[src/rtl/bit_edge_monitor.sv]
// bit_edge_monitor: counts rising and falling edges of a registered single-bit
// input over back-to-back windows of WIN_LEN cycles. Each window's counts are
// offered through a one-entry result register.
//
// Handshake: cnt_valid=1 means rise_cnt/fall_cnt/ovf hold an unconsumed
// result. These outputs stay stable until a cycle with cnt_valid & cnt_ready,
// which is the transfer. A window can finish while the register is full and
// is not being drained in that cycle. Such a window is discarded, and drop
// pulses for one cycle.
module bit_edge_monitor #(
    parameter int WIN_LEN = 100,
    parameter int CNT_W   = 8
) (
    input  logic             clk,
    input  logic             rst,
    input  logic             din,
    input  logic             en,
    input  logic             cnt_ready,
    output logic             cnt_valid,
    output logic [CNT_W-1:0] rise_cnt,
    output logic [CNT_W-1:0] fall_cnt,
    output logic             ovf,
    output logic             drop
);

    localparam int               WIN_W    = $clog2(WIN_LEN);
    localparam logic [WIN_W-1:0] WIN_LAST = WIN_W'(WIN_LEN - 1);
    localparam logic [CNT_W-1:0] CNT_MAX  = {CNT_W{1'b1}};

    typedef enum logic {
        IDLE = 1'b0,
        RUN  = 1'b1
    } state_t;

    state_t state;
    state_t state_next;

    // Internal reset: asserts asynchronously, releases synchronously.
    logic [1:0] rst_sync_q;
    logic       rst_int;

    // Window bookkeeping.
    logic             prev;
    logic [WIN_W-1:0] win_cnt;
    logic [WIN_W-1:0] win_cnt_next;
    logic [CNT_W-1:0] rise_acc;
    logic [CNT_W-1:0] rise_acc_next;
    logic [CNT_W-1:0] fall_acc;
    logic [CNT_W-1:0] fall_acc_next;
    logic             ovf_acc;
    logic             ovf_acc_next;

    // Per-cycle edge evaluation.
    logic             edge_rise;
    logic             edge_fall;
    logic             counting;
    logic             win_end;
    logic             rise_hit;
    logic             fall_hit;
    logic [CNT_W-1:0] rise_sum;
    logic [CNT_W-1:0] fall_sum;
    logic             ovf_sum;

    // Result register control.
    logic load;
    logic xfer;
    logic drop_next;

    // Two-flop reset synchronizer: cleared at once by rst, released two edges later.
    always_ff @(posedge clk or negedge rst) begin
        if (!rst) begin
            rst_sync_q <= 2'b00;
        end else begin
            rst_sync_q <= {rst_sync_q[0], 1'b1};
        end
    end

    assign rst_int = rst_sync_q[1];

    // FSM state register.
    always_ff @(posedge clk or negedge rst_int) begin
        if (!rst_int) begin
            state <= IDLE;
        end else begin
            state <= state_next;
        end
    end

    // FSM next state: en alone decides between idling and running windows.
    always_comb begin
        state_next = state;
        case (state)
            IDLE:    if (en)  state_next = RUN;
            RUN:     if (!en) state_next = IDLE;
            default: state_next = IDLE;
        endcase
    end

    // Edge detection and saturating sums, including this cycle's edge.
    always_comb begin
        edge_rise = din & ~prev;
        edge_fall = ~din & prev;
        counting  = (state == RUN) && en;
        win_end   = counting && (win_cnt == WIN_LAST);
        rise_hit  = edge_rise && (rise_acc == CNT_MAX);
        fall_hit  = edge_fall && (fall_acc == CNT_MAX);
        rise_sum  = (edge_rise && !rise_hit) ? rise_acc + CNT_W'(1) : rise_acc;
        fall_sum  = (edge_fall && !fall_hit) ? fall_acc + CNT_W'(1) : fall_acc;
        ovf_sum   = ovf_acc | rise_hit | fall_hit;
    end

    // Accumulators advance only while counting. Idle, abort and window end all restart them at zero.
    always_comb begin
        win_cnt_next  = '0;
        rise_acc_next = '0;
        fall_acc_next = '0;
        ovf_acc_next  = 1'b0;
        if (counting && !win_end) begin
            win_cnt_next  = win_cnt + WIN_W'(1);
            rise_acc_next = rise_sum;
            fall_acc_next = fall_sum;
            ovf_acc_next  = ovf_sum;
        end
    end

    // Result register decisions: load when empty or draining, otherwise discard.
    always_comb begin
        xfer      = cnt_valid & cnt_ready;
        load      = win_end & (~cnt_valid | cnt_ready);
        drop_next = win_end & cnt_valid & ~cnt_ready;
    end

    // Window state registers. prev follows din in every state, so entering RUN never sees a false edge.
    always_ff @(posedge clk or negedge rst_int) begin
        if (!rst_int) begin
            prev     <= 1'b0;
            win_cnt  <= '0;
            rise_acc <= '0;
            fall_acc <= '0;
            ovf_acc  <= 1'b0;
        end else begin
            prev     <= din;
            win_cnt  <= win_cnt_next;
            rise_acc <= rise_acc_next;
            fall_acc <= fall_acc_next;
            ovf_acc  <= ovf_acc_next;
        end
    end

    // Output register: a new load wins over a simultaneous transfer. Otherwise a transfer empties the register.
    always_ff @(posedge clk or negedge rst_int) begin
        if (!rst_int) begin
            cnt_valid <= 1'b0;
            rise_cnt  <= '0;
            fall_cnt  <= '0;
            ovf       <= 1'b0;
            drop      <= 1'b0;
        end else begin
            drop <= drop_next;
            if (load) begin
                cnt_valid <= 1'b1;
                rise_cnt  <= rise_sum;
                fall_cnt  <= fall_sum;
                ovf       <= ovf_sum;
            end else if (xfer) begin
                cnt_valid <= 1'b0;
            end
        end
    end

endmodule

[config.mk]
export PLATFORM = sky130hd
export DESIGN_NAME = bit_edge_monitor
export DESIGN_NICKNAME = d
export VERILOG_FILES = /design/src/rtl/bit_edge_monitor.sv
export SDC_FILE = /design/constraint.sdc
export NUM_CORES = 1
export LEC_CHECK = 0
export CORE_ASPECT_RATIO = 0.5
export CORE_MARGIN = 2
export CORE_UTILIZATION = 55
export CTS_CLUSTER_DIAMETER = 40
export DETAILED_ROUTE_END_ITERATION = 8
export PLACE_DENSITY = 0.77
export RECOVER_POWER = 100
export SYNTH_ARGS = -nofsm -noshare
export SYNTH_HDL_FRONTEND = slang
export SYNTH_SLANG_ARGS = --single-unit
[constraint.sdc]
create_clock -name clk -period 1.85 [get_ports clk]
set_clock_uncertainty 0.2 [all_clocks]
set_input_delay 0.37 -clock clk [delete_from_list [all_inputs] [get_ports clk]]
set_output_delay 0.37 -clock clk [all_outputs]
set_load 0.02 [all_outputs]
==> flow_metrics.py <==
metrics = {
    "timing": {
        "fin_ws_ps": 46.0,
        "tns_ps": 0,
        "finalHoldViolCount": 0,
        "finalMaxSlewViolations": 0,
        "rsz0062_at_grt": "false",
        "period_share": 0.975,
        "max_freq_ghz": 0.554,
        "slew_headroom": 0.271,
        "finalSetupViolations": 0,
        "period_needed_ps": 1800,
        "worst_pin_slew_ps": 1090,
    },
    "floorplan": {
        "io_pins": 24,
        "die_x_um": 91.6,
        "coreArea_um2": 3550,
        "rows": 15,
        "die_h_um": 47.8,
        "start_util": 0.595,
        "die_area_um2": 4380,
    },
    "setup_path": {
        "cp.required_ps": 1830,
        "end_kind": "flip-flop",
        "startpoint_type": "flip-flop",
        "crit_arrival_ps": 1780,
        "criticalPathCategory": "flip-flop to flip-flop",
        "critPathMaxFanout": 5,
    },
    "grt": {
        "grt_pass1_vias": 1490,
        "antenna_found_initial": 0,
        "grtUsageTotal": 0.211,
        "overflow": 0,
        "grt_max_degree": 46,
        "grt_pass1_wl_um": 6850,
    },
    "finish": {
        "num_antenna_cells": 0,
        "layout.nets": 242,
        "final_common_cell": "dfrtp_1",
        "syn_to_final_growth_pct": 20.5,
        "drive_above_1_share": 0.162,
        "final_cell_mix": "46 x dfrtp_1, 28 x nor2_1, 15 x a21oi_1, 13 x buf_4, 12 x clkbuf_1",
        "final-instance-count-excl-fill": 286,
        "fillers": 259,
    },
    "clocking": {
        "ctsHtreeMaxLevel": 2,
        "clock_latency_ps": 300,
        "numCtsBuffers": 5,
        "cts_buffer_depth": 2,
        "cts_tree": "done",
        "clkSlewWorstSetupHoldPaths_ps": 80,
        "hold_buffers": 0,
        "cts.sinks": 47,
        "cts_root_buf": "clkbuf_8",
    },
    "logic_synthesis": {
        "synth_fp_nets": 199,
        "yosys_warnings": 0,
        "netlist_instances": 191,
        "yosys-top-cells-area": "dfrtp_1 56%, nor2_1 5.0%, mux2i_1 4.7%",
        "avgSynthCellArea_um2": 11.0,
        "synth-edff-count": 0,
        "yosysSeqAreaShare": 0.558,
        "synthesis.area_um2": 2110,
        "yosysTopAreaCellShare": 0.558,
        "synth-main-ff-cell": "dfrtp_1",
        "ys_async_sr_fraction": 1.00,
        "synth_area_leader_cell": "dfrtp_1",
        "yosysUniqueCellTypes": 39,
        "ys_seq_elements": 47,
    },
    "outcome": {
        "run_status": "finished, final reports clean",
    },
    "pwr": {
        "p_seq_frac": 0.597,
        "combPwrFrac": 0.041,
        "powerDensity_nw_per_um2": 686,
        "vdd_ir_drop_max_uv": 453,
        "p_leak_uw": 0.00116,
        "power.switching_uw": 378,
        "swShare": 0.217,
        "internal_power_uw": 1360,
        "clkPwrFrac": 0.361,
    },
    "route": {
        "drc": 0,
        "num_vias": 1551,
        "final_antenna_net_count": 0,
        "wl_per_cell_um": 14.8,
        "vias_per_cell": 5.42,
        "dr.pass1.iters": 4,
        "drt_iter0_markers": 68,
        "wl_um": 4220,
    },
    "run": {
        "drv_cap": 0,
    },
    "placed_design": {
        "post-place-cells": 277,
        "globalplace.congestion": 0.855,
        "place_ws_ps": -261,
        "hpwl_um": 2800,
        "port_buffers": 23,
    },
    "hold_path": {
        "holdCritPathClass": "input port to async pin",
    },
}
==> cell usage after synthesis, drive strengths merged, types with 2 or more instances <==
library cell,number
dfrtp,47
nor2,28
a21oi,15
nand2,11
nand3,11
mux2i,10
inv,5
nor2b,5
xor2,5
a31oi,4
and3,4
buf,4
mux2,4
nor3,4
ha,3
nand2b,3
nand4,3
o21ai,3
xnor2,3
and2b,2
and4b,2
nand4b,2
==> stage by stage <==
stage	power (uW)	instance area, um^2	hold slack [ps]	utilization
floorplan	1100	2110	-126	-
global placement	1130	2500	138	0.705
detailed placement	1140	2500	151	0.705
CTS	1770	2590	20.5	0.731
global route	1820	2540	91.6	0.716
finish	1740	2540	93.5	0.716
==> layer usage <==
| metal | vias up | track usage | share of wire |
|---|---|---|---|
| met3 | 3 | 0.0472 | 0.044 |
| met5 | - | 0 | 0 |
| met1 | 741 | 0.271 | 0.47 |
| met4 | 0 | 0.0667 | 0.0024 |
| li1 | 759 | - | - |
| met2 | 48 | 0.379 | 0.48 |
==> critical path, cell delays in order (launching register included) <==
cell and delay, ps:
dfrtp_1 420, ha_1 280, and4b_1 260, a21oi_1 170, a21oi_1 70, mux2_2 270
==> kinds of logic (layout without fill, tap and decap cells) <==
logic type	Yosys count	count (layout)	synth area share
flops	47	47	0.558
mux	14	14	0.0688
other cells	1	1	0.00178
simple gates	82	82	0.218
xor+xnor	8	8	0.0332
buf+inv	9	53	0.0267
fa+ha+maj	3	3	0.0178
compound gates	27	27	0.0759
==> final timing paths <==
| check | start | endpoint | slack, ps | cells past startpoint |
|---|---|---|---|---|
| min in group clk | rst_sync_q[0] | rst_sync_q[1] | 170 | 0 |
| setup reg to reg | rise_acc[0] | rise_cnt[6] | 50 | 5 |
| setup / recovery | rise_acc[0] | rise_cnt[6] | 50 | 5 |
| hold / removal | rst | rst_sync_q[0] | 90 | 1 |
| max in group asynchronous | rst_sync_q[1] | rise_cnt[6] | 430 | 1 |
| hold reg to reg | rst_sync_q[0] | rst_sync_q[1] | 170 | 0 |
==> what timing repair did <==
| item | 4_1_cts | 5_1_grt |
|---|---|---|
| cloned | 0 | 0 |
| buffers inserted | 1 | 0 |
| pin swaps | 1 | 1 |
| endpoints found under the setup margin | 12 | 30 |
| resized for setup | 5 | 17 |
==> registers in the layout, indices dropped and copies added, names as in the netlist <==
register	flops
rst_sync_q	2
prev	1
rise_cnt	8
drop	1
ovf	1
ovf_acc	1
win_cnt	7
state	1
fall_cnt	8
rise_acc	8
cnt_valid	1
fall_acc	8
==> final cells by class <==
class                   count  area [um^2]  share of cell area
flip-flops and latches     47         1180               0.463
inverters                   5         18.8             0.00739
repair buffers             40          290               0.114
clock buffers               7         86.3              0.0340
multi-input cells         135          900               0.354
well taps                  51         63.8              0.0251
clock inverters             1         5.00             0.00197
==> power by group through the flow <==
stage,clock [uW],combinational [uW],sequential [uW]
after floorplan,0,25.4,1070
after global placement,0,72.6,1060
after detailed placement,0,74.8,1060
after CTS,651,75.5,1040
after global routing,698,82.1,1040
final,630,71.7,1040
Power figures use the tool's default switching activity.
